`config.mk`:
```
export PLATFORM = sky130hd
export DESIGN_NAME = i2c_reg_master
export DESIGN_NICKNAME = d
export VERILOG_FILES = /design/src/rtl/i2c_reg_master_pkg.sv /design/src/rtl/i2c_master_bit.sv /design/src/rtl/i2c_reg_master.sv
export SDC_FILE = /design/constraint.sdc
export NUM_CORES = 1
export LEC_CHECK = 0
export ABC_AREA = 1
export ABC_CLOCK_PERIOD_IN_PS = 1800
export CORE_UTILIZATION = 40
export DETAILED_ROUTE_END_ITERATION = 12
export RECOVER_POWER = 25
export SLEW_MARGIN = 15
export SYNTH_ARGS = -nofsm -noshare
export SYNTH_HDL_FRONTEND = slang
export SYNTH_SLANG_ARGS = --single-unit
```
`constraint.sdc`:
```
create_clock -name clk -period 1.8 [get_ports clk]
set_input_delay 0.18 -clock clk [delete_from_list [all_inputs] [get_ports clk]]
set_output_delay 0.18 -clock clk [all_outputs]
set_load 0.02 [all_outputs]
```
`src/rtl/i2c_reg_master_pkg.sv`:
```
// Shared constants for the I2C register master: FSM encodings, quarter indices,
// symbol commands, bus bit values and the latched request layout.
package i2c_reg_master_pkg;

  localparam logic [2:0] ST_IDLE   = 3'd0;
  localparam logic [2:0] ST_START  = 3'd1;
  localparam logic [2:0] ST_BIT    = 3'd2;
  localparam logic [2:0] ST_ACK    = 3'd3;
  localparam logic [2:0] ST_RSTART = 3'd4;
  localparam logic [2:0] ST_STOP   = 3'd5;
  localparam logic [2:0] ST_DONE   = 3'd6;

  localparam logic [1:0] Q0 = 2'd0;
  localparam logic [1:0] Q1 = 2'd1;
  localparam logic [1:0] Q2 = 2'd2;
  localparam logic [1:0] Q3 = 2'd3;

  localparam logic [1:0] SYM_START  = 2'd0;
  localparam logic [1:0] SYM_BIT    = 2'd1;
  localparam logic [1:0] SYM_RSTART = 2'd2;
  localparam logic [1:0] SYM_STOP   = 2'd3;

  localparam logic RW_WRITE = 1'b0;
  localparam logic RW_READ  = 1'b1;
  localparam logic ACK      = 1'b0;
  localparam logic NACK     = 1'b1;

  typedef struct packed {
    logic       rw;
    logic [6:0] dev_addr;
    logic [7:0] reg_addr;
    logic [7:0] wdata;
  } req_t;

  // Byte 3 only exists on reads, where the master releases SDA for the target.
  function automatic logic [7:0] tx_byte(input req_t r, input logic [1:0] idx);
    case (idx)
      2'd0:    return {r.dev_addr, RW_WRITE};
      2'd1:    return r.reg_addr;
      2'd2:    return (r.rw == RW_READ) ? {r.dev_addr, RW_READ} : r.wdata;
      default: return 8'hFF;
    endcase
  endfunction

endpackage

```
`src/rtl/i2c_master_bit.sv`:
```
// Quarter-bit sequencer for one bus symbol (START, BIT, RSTART, STOP),
// including the SCL stretch wait in q2 and the bus-free check in START q1.
module i2c_master_bit
  import i2c_reg_master_pkg::*;
#(
  parameter int QUARTER_TICKS = 1
) (
  input  logic       clk,
  input  logic       rst,
  input  logic       ce,
  input  logic       active,
  input  logic [1:0] sym,
  input  logic       tx_bit,
  input  logic       sda_in,
  input  logic       scl_in,
  output logic       sda_out,
  output logic       scl_out,
  output logic       rx_bit,
  output logic       sym_done,
  output logic       bus_err
);

  localparam int TW = (QUARTER_TICKS > 1) ? $clog2(QUARTER_TICKS) : 1;

  logic [TW-1:0] tick_cnt;
  logic [1:0]    quarter;
  logic          tick;
  logic          stall;

  assign tick     = active && ce && (tick_cnt == TW'(QUARTER_TICKS - 1));
  assign stall    = (quarter == Q2) && !scl_in && (sym != SYM_START);
  assign bus_err  = tick && (sym == SYM_START) && (quarter == Q1) && !(sda_in && scl_in);
  assign sym_done = tick && !stall && ((quarter == Q3) || bus_err);

  // A bus-busy abort leaves both lines untouched so nothing is ever driven.
  always_ff @(posedge clk) begin
    if (rst) begin
      tick_cnt <= '0;
      quarter  <= Q0;
      sda_out  <= 1'b1;
      scl_out  <= 1'b1;
      rx_bit   <= 1'b1;
    end else if (!active) begin
      tick_cnt <= '0;
      quarter  <= Q0;
    end else if (ce) begin
      tick_cnt <= tick ? '0 : tick_cnt + TW'(1);
      if (tick && !stall) begin
        quarter <= bus_err ? Q0 : quarter + 2'd1;
        case (sym)
          SYM_START: begin
            case (quarter)
              Q0:      begin sda_out <= 1'b1; scl_out <= 1'b1; end
              Q2:      sda_out <= 1'b0;
              Q3:      scl_out <= 1'b0;
              default: ;
            endcase
          end
          SYM_BIT: begin
            case (quarter)
              Q0:      begin scl_out <= 1'b0; sda_out <= tx_bit; end
              Q1:      scl_out <= 1'b1;
              Q2:      rx_bit <= sda_in;
              default: scl_out <= 1'b0;
            endcase
          end
          SYM_RSTART: begin
            case (quarter)
              Q0:      sda_out <= 1'b1;
              Q1:      scl_out <= 1'b1;
              Q2:      sda_out <= 1'b0;
              default: scl_out <= 1'b0;
            endcase
          end
          default: begin
            case (quarter)
              Q0:      sda_out <= 1'b0;
              Q1:      scl_out <= 1'b1;
              Q3:      sda_out <= 1'b1;
              default: ;
            endcase
          end
        endcase
      end
    end
  end

endmodule

```
`src/rtl/i2c_reg_master.sv`:
```
// Single-master I2C initiator: one 8-bit register write or read on a 7-bit
// target, sequenced as bus symbols executed by i2c_master_bit.
module i2c_reg_master
  import i2c_reg_master_pkg::*;
#(
  parameter int QUARTER_TICKS = 1
) (
  input  logic       clk,
  input  logic       rst,
  input  logic       ce,
  input  logic       start,
  input  logic       rw,
  input  logic [6:0] dev_addr,
  input  logic [7:0] reg_addr,
  input  logic [7:0] wdata,
  output logic       busy,
  output logic       done,
  output logic       nack,
  output logic [7:0] rdata,
  input  logic       sda_in,
  input  logic       scl_in,
  output logic       sda_out,
  output logic       scl_out
);

  logic [2:0] state;
  req_t       req;
  logic [2:0] bit_cnt;
  logic [1:0] byte_idx;
  logic [7:0] rx_shift;
  logic [7:0] cur_byte;
  logic [1:0] sym;
  logic       sym_active;
  logic       sym_done;
  logic       bus_err;
  logic       rx_bit;
  logic       tx_bit;
  logic       last_byte;

  always_comb begin
    sym        = SYM_BIT;
    sym_active = 1'b1;
    case (state)
      ST_START:      sym = SYM_START;
      ST_RSTART:     sym = SYM_RSTART;
      ST_STOP:       sym = SYM_STOP;
      ST_BIT, ST_ACK: sym = SYM_BIT;
      default:       sym_active = 1'b0;
    endcase
  end

  // The ACK slot is always released by the master; on the read byte that
  // release is the final master NACK.
  assign cur_byte  = tx_byte(req, byte_idx);
  assign tx_bit    = (state == ST_ACK) ? NACK : cur_byte[bit_cnt];
  assign last_byte = (req.rw == RW_READ) ? (byte_idx == 2'd3) : (byte_idx == 2'd2);

  i2c_master_bit #(
    .QUARTER_TICKS(QUARTER_TICKS)
  ) u_bit (
    .clk      (clk),
    .rst      (rst),
    .ce       (ce),
    .active   (sym_active),
    .sym      (sym),
    .tx_bit   (tx_bit),
    .sda_in   (sda_in),
    .scl_in   (scl_in),
    .sda_out  (sda_out),
    .scl_out  (scl_out),
    .rx_bit   (rx_bit),
    .sym_done (sym_done),
    .bus_err  (bus_err)
  );

  always_ff @(posedge clk) begin
    if (rst) begin
      state    <= ST_IDLE;
      req      <= '0;
      bit_cnt  <= 3'd7;
      byte_idx <= 2'd0;
      rx_shift <= 8'h00;
      busy     <= 1'b0;
      done     <= 1'b0;
      nack     <= 1'b0;
      rdata    <= 8'h00;
    end else begin
      done <= 1'b0;
      case (state)
        ST_IDLE: begin
          if (start) begin
            req      <= {rw, dev_addr, reg_addr, wdata};
            bit_cnt  <= 3'd7;
            byte_idx <= 2'd0;
            busy     <= 1'b1;
            nack     <= 1'b0;
            state    <= ST_START;
          end
        end
        ST_START: begin
          if (sym_done) begin
            if (bus_err) begin
              nack  <= 1'b1;
              state <= ST_DONE;
            end else begin
              state <= ST_BIT;
            end
          end
        end
        ST_BIT: begin
          if (sym_done) begin
            if (byte_idx == 2'd3) rx_shift <= {rx_shift[6:0], rx_bit};
            if (bit_cnt == 3'd0) state <= ST_ACK;
            else bit_cnt <= bit_cnt - 3'd1;
          end
        end
        ST_ACK: begin
          if (sym_done) begin
            bit_cnt <= 3'd7;
            if (byte_idx != 2'd3 && rx_bit != ACK) begin
              nack  <= 1'b1;
              state <= ST_STOP;
            end else if (last_byte) begin
              state <= ST_STOP;
            end else begin
              byte_idx <= byte_idx + 2'd1;
              state    <= (req.rw == RW_READ && byte_idx == 2'd1) ? ST_RSTART : ST_BIT;
            end
          end
        end
        ST_RSTART: if (sym_done) state <= ST_BIT;
        ST_STOP:   if (sym_done) state <= ST_DONE;
        ST_DONE: begin
          done  <= 1'b1;
          busy  <= 1'b0;
          state <= ST_IDLE;
          if (req.rw == RW_READ && !nack) rdata <= rx_shift;
        end
        default: state <= ST_IDLE;
      endcase
    end
  end

endmodule
```
==> results of run 1 <==
per-stage QoR:
step	worst slack (ns)	hold slack [ns]	cells
detailed placement	-0.0362	0.445	542
global route	0.00597	0.434	560
CTS	0.0367	0.410	558
global placement	-0.0165	0.433	542
finish	0.137	0.414	560
floorplan	0.214	0.315	398
flip-flops by register name, summed over array words and instances, names as in the netlist, 2 cells and up:
| signal | flops |
|---|---|
| rx_shift | 8 |
| rdata | 8 |
| bit_cnt | 3 |
| u_bit.quarter | 2 |
| byte_idx | 2 |
| state | 3 |
| req | 24 |
report_power, final:
group	switching, mW	internal [mW]
combinational	1.08	0.733
sequential	0.161	1.50
clock	0.528	0.777
total	1.77	3.01
layout make-up:
cell class | instances | area (um^2)
Fill cell | 659 | 3060
Inverter | 44 | 165
Clock buffer | 9 | 124
Multi-Input combinational cell | 281 | 1460
Clock inverter | 7 | 95.1
Timing Repair Buffer | 66 | 623
Sequential cell | 57 | 1150
Tap cell | 96 | 120
tightest hold or removal path, stage by stage:
cell and delay [ns]:
clkdlybuf4s50_1 0.39, nor2_1 0.10, nor2_1 0.05
what timing repair did:
| action | CTS | global route |
|---|---|---|
| endpoints found under the hold margin | 0 | 0 |
| endpoints found under the setup margin | 0 | 18 |
| buffers inserted | 0 | 2 |
| resized for setup | 0 | 11 |
metal layers:
layer	wire (um)	global-route usage (%)	up-vias
li1	-	-	1412
met2	2870	29.7	49
met1	3320	26.8	1197
met4	85	8.64	0
met3	304	5.10	8
met5	0	0	-
final timing paths:
kind	end	cells past startpoint
worst max-delay path	state[0]$_SDFFE_PP0P_	13
worst min-delay path	req[20]$_SDFFE_PP0P_	3
worst max register to register	state[0]$_SDFFE_PP0P_	13
worst min register to register	u_bit.tick_cnt$_SDFFE_PP0P_	2
kinds of logic after synthesis:
kind of cell,Yosys count,share of synthesized area (%)
and+or+nand+nor,174,28.5
AOI/OAI and AO/OA,96,18.0
buffers and inverters,60,8.26
DFF,57,40.5
adders and majority gates,10,4.44
xor gates and xnor gates,1,0.311
layout by cell type (no fill, tap or decap), drive strengths merged:
| cell | netlist | layout |
|---|---|---|
| dfxtp | 57 | 57 |
| a21oi | 37 | 37 |
| nand3b | 1 | 1 |
| ha | 10 | 10 |
| a211oi | 2 | 2 |
| o21ai | 52 | 52 |
| nand3 | 22 | 22 |
| buf | 4 | 23 |
| o22ai | 2 | 2 |
| clkinvlp | 0 | 1 |
| bufinv | 0 | 2 |
| nor2 | 68 | 68 |
| nand2 | 76 | 76 |
| xor2 | 1 | 1 |
| o211ai | 3 | 3 |
| nor3 | 3 | 3 |
| dlygate4sd3 | 0 | 12 |
| nand4 | 4 | 4 |
| clkbuf | 12 | 10 |
| inv | 43 | 43 |
| clkinv | 1 | 5 |
| clkdlybuf4s50 | 0 | 30 |
==> impl_metrics.ini, run 1 <==
[synth]
yosys_warnings = 0
synth_area_per_cell_um2 = 7.08
synth_area_leaders = dfxtp_1 40%, nand2_1 9.2%, nor2_1 8.3%
yosysTopAreaCellShare_pct = 40.5
yosysSeqAreaShare_pct = 40.5
synth_flop_cell = dfxtp_1
synthCells = 398
synth_most_common_cell = nand2_1
synth_nets = 438
synth-seq-cells = 57
yosys.area.top_type = dfxtp_1
syn_area_um2 = 2820
synth_cell_types = 31
synthArstFlopShare_pct = 0
ys_top_cells_by_count = 69 x nand2_1, 62 x nor2_1, 57 x dfxtp_1, 45 x o21ai_0, 40 x inv_1
synth_edf_count = 0

[final_layout]
final_nets = 499
fin_area_um2 = 3730
layout-drive-gt1-share_pct = 15.5
syn_to_final_growth_pct = 32.4
final_util_pct = 55.0
diodes = 0

[worst_setup_path]
crit_type = register to register
timing.critical_path.buf_inv = 2
worstSetupStartpoint = state[1]$_SDFFE_PP0P_
cpMaxStageDelayCell = dfxtp_1
max_stage_delay_ns = 0.36
worstSetupEndpointType = register
crit_path_cell_trace = buf_12 -> nor2_2 -> nand2_2 -> nand3_2 -> nor2_8 -> buf_4 -> nand2_4 -> o21ai_2 -> nand2_2 -> nor2_4 -> nand2_1 -> nand2_1 -> nor2_1
crit_family = simple AND/OR/NAND/NOR gates
rrSetupSlack_ns = 0.14
arrival_ns = 1.89
crit_path_start_kind = register
worstPathRequired_ns = 2.03
crit-reg2reg-launch = state[1]$_SDFFE_PP0P_
crit_fanout = 10

[floorplan]
start_util_pct = 41.5
rows = 30
pin_count = 43
die_y_um = 86.0
die_area_um2 = 7390
fp.coreArea_um2 = 6790
die_x_um = 86.0

[route]
totalWireLength_mm = 6.58
drt_drc_violations_left = 0
viasPerCell = 4.76
drt_first_pass_iters = 7
num_vias = 2666
drt.antenna.violating_nets = 0
wire_per_inst_um = 11.8
drtIter0Drc = 93

[timing]
slew-limit-headroom_pct = 72.2
hold_violations = 0
fin_worst_skew_ns = 0.00970
worst_pin_slew_ns = 0.416
rsz0062_at_grt = no
max_freq_mhz = 601
setup_viol = 0
post-route-period-util_pct = 92.4
drv_slew = 0
period_minus_slack_ns = 1.66
final.setup.tns_ns = 0

[placed_design]
post-dp-hpwl_mm = 4.73
dpl_cell_area_um2 = 3480
port_buffers = 42
finalWeightedCongestion = 0.846

[global_route]
overflow = 0
grt_max_degree = 31
grt_usage_pct = 19.8
grt_pass1_wl_mm = 11.4
grt_pass1_vias = 2515
antenna_found_initial = 0

[power_and_ir_drop]
total_power_mw = 4.78
ir_worst_vdd_mv = 0.552
powerDensity_nw_per_um2 = 1280
p_leak_nw = 1.64

[clocking]
root_buffer = clkbuf_8
cts_tree = done
hold_buffers = 0
clock_path_buffers = 2
clock_latency_ns = 0.34
path_clk_slew_ns = 0.07
cts_sinks = 57
cts_htree_levels = 3
cts_buffers = 9

[status]
status = completed

[flow_run]
drv_cap = 0

[worst_hold_path]
hold_start = dev_addr[4]
hp-class = input pin to register
Power figures use the tool's default switching activity.
==> run 2, diff against run 1 <==
- PLACE_DENSITY_LB_ADDON: default -> 0.3
==> run 2 against run 1 <==
Maximum frequency up 0.68%. Sequential power about the same. Highest routed layer unchanged. Power down 3.1%. Worst setup slack better by 0.011 ns. Flip-flop and latch count unchanged. Sequential share of layout area up 0.22 points. Clock power down 11%. Cell count unchanged. Clock-buffer cell count up 1. Global-route usage down 0.44 points. Register-to-register slack about the same.
==> impl_metrics.ini, run 2 (synthesized netlist as in run 1, its figures left out) <==
[status]
status = completed

[power_and_ir_drop]
powerDensity_nw_per_um2 = 1260
p_leak_nw = 1.59
ir_worst_vdd_mv = 0.564

[route]
drt.antenna.violating_nets = 0
wire_per_inst_um = 11.5
viasPerCell = 4.83
drt_drc_violations_left = 0
drtIter0Drc = 81
totalWireLength_mm = 6.47
drt_first_pass_iters = 5
num_vias = 2704

[clocking]
cts_sinks = 57
cts_htree_levels = 3
cts_tree = done
clock_path_buffers = 2
hold_buffers = 0
clock_latency_ns = 0.34
root_buffer = clkbuf_8
cts_buffers = 9
path_clk_slew_ns = 0.07

[final_layout]
layout-drive-gt1-share_pct = 14.9
diodes = 0
nFillCells = 660
final_common_cell = nand2_1
biggestRegsByFlops = req x24, rdata x8, rx_shift x8
syn_to_final_growth_pct = 31.1
largest_reg_flops = 24
largest_register = req
final_nets = 499
final_cell_mix = 68 x nand2_1, 61 x nor2_1, 55 x dfxtp_1, 45 x o21ai_0, 42 x clkdlybuf4s50_1
instances_no_fill = 560

[timing]
hold_violations = 0
setup_viol = 0
period_minus_slack_ns = 1.65
drv_slew = 0
rsz0062_at_grt = no
slew-limit-headroom_pct = 72.6
max_freq_mhz = 605
holdWs_ns = 0.424
worst_pin_slew_ns = 0.409
post-route-period-util_pct = 91.8
fin_worst_skew_ns = 0.00770

[floorplan]
die_area_um2 = 7390
rows = 30
start_util_pct = 41.5
pin_count = 43
die_x_um = 86.0
fp.coreArea_um2 = 6790
die_y_um = 86.0

[global_route]
grt_usage_pct = 19.3
grt_pass1_vias = 2525
use_met1_pct = 25.0
grt_use_met3_pct = 5.49
grt_pass1_wl_mm = 11.2
overflow = 0
grt_max_degree = 31
antenna_found_initial = 0
use_met2_pct = 30.7
busiest_layer = met2

[placed_design]
post-dp-hpwl_mm = 4.71
port_buffers = 42
post-place-cells = 540
finalWeightedCongestion = 0.895

[worst_setup_path]
crit_type = register to register
worstPathRequired_ns = 2.03
crit_path_start_kind = register
crit_fanout = 6
worstSetupEndpointType = register
arrival_ns = 1.88

[worst_hold_path]
hp-class = input pin to register

[flow_run]
drv_cap = 0
## run 2: final timing paths
path | slack, ns | cells past startpoint | from | end
max | 0.15 | 12 | state[0]$_SDFFE_PP0P_ | u_bit.scl_out$_SDFFE_PP1P_
min | 0.42 | 3 | reg_addr[6] | req[14]$_SDFFE_PP0P_
max reg2reg | 0.15 | 12 | state[0]$_SDFFE_PP0P_ | u_bit.scl_out$_SDFFE_PP1P_
min reg2reg | 0.44 | 2 | u_bit.tick_cnt$_SDFFE_PP0P_ | u_bit.tick_cnt$_SDFFE_PP0P_
## run 2: layer usage
metal	up-vias	part of all wire [%]
met5	-	0
met4	0	1.7
met3	10	4.0
met2	51	45
met1	1231	49
li1	1412	-
## run 2: where the power goes
group | internal [mW] | total [mW] | switching, mW | leakage (nW)
clock | 0.666 | 1.17 | 0.508 | 0.102
sequential | 1.50 | 1.66 | 0.162 | 0.467
combinational | 0.727 | 1.80 | 1.07 | 1.03
total | 2.89 | 4.64 | 1.74 | 1.59
## run 2: timing repair
| action | in CTS | in global routing |
|---|---|---|
| endpoints found under the setup margin | 0 | 11 |
| resized for setup | 0 | 6 |
| endpoints found under the hold margin | 0 | 0 |
| setup buffers | 0 | 4 |
## run 2: layout make-up
type	instances	area [um^2]	area share, %
multi-input cells	281	1460	39.5
flip-flops and latches	57	1140	31.0
repair buffers	66	613	16.6
inverters	44	165	4.47
clock buffers	10	138	3.73
well taps	96	120	3.25
clock inverters	6	57.6	1.56
## run 2: stage by stage
| stage | utilization [%] | setup WS (ns) | instance area (um^2) | setup TNS [ns] | total power [mW] |
|---|---|---|---|---|---|
| after CTS | 53.7 | 0.0700 | 3650 | 0 | 4.64 |
| after detailed placement | 50.8 | -0.0197 | 3450 | -0.0197 | 3.45 |
| after global placement | 50.8 | -0.00228 | 3450 | -0.00228 | 3.42 |
| after global routing | 54.4 | 0.00483 | 3690 | 0 | 4.98 |
| after floorplan | - | 0.214 | 2820 | 0 | 2.91 |
| final | 54.4 | 0.148 | 3690 | 0 | 4.64 |
## run 2: worst max-delay path: stages, from the launching register on
cell and delay [ns]:
dfxtp_2 0.39, inv_2 0.12, nor2_8 0.14, nand2_4 0.09, nand2_2 0.06, inv_2 0.05
nor2_8 0.10, buf_4 0.12, inv_1 0.04, nor3_1 0.16, inv_1 0.07, a21oi_1 0.12
o21ai_1 0.08
==> run 3, diff against run 2 <==
- CTS_CLUSTER_DIAMETER: default -> 200
==> results of run 3 <==
No change in the layout: final DEF, timing and power equal those of run 2.
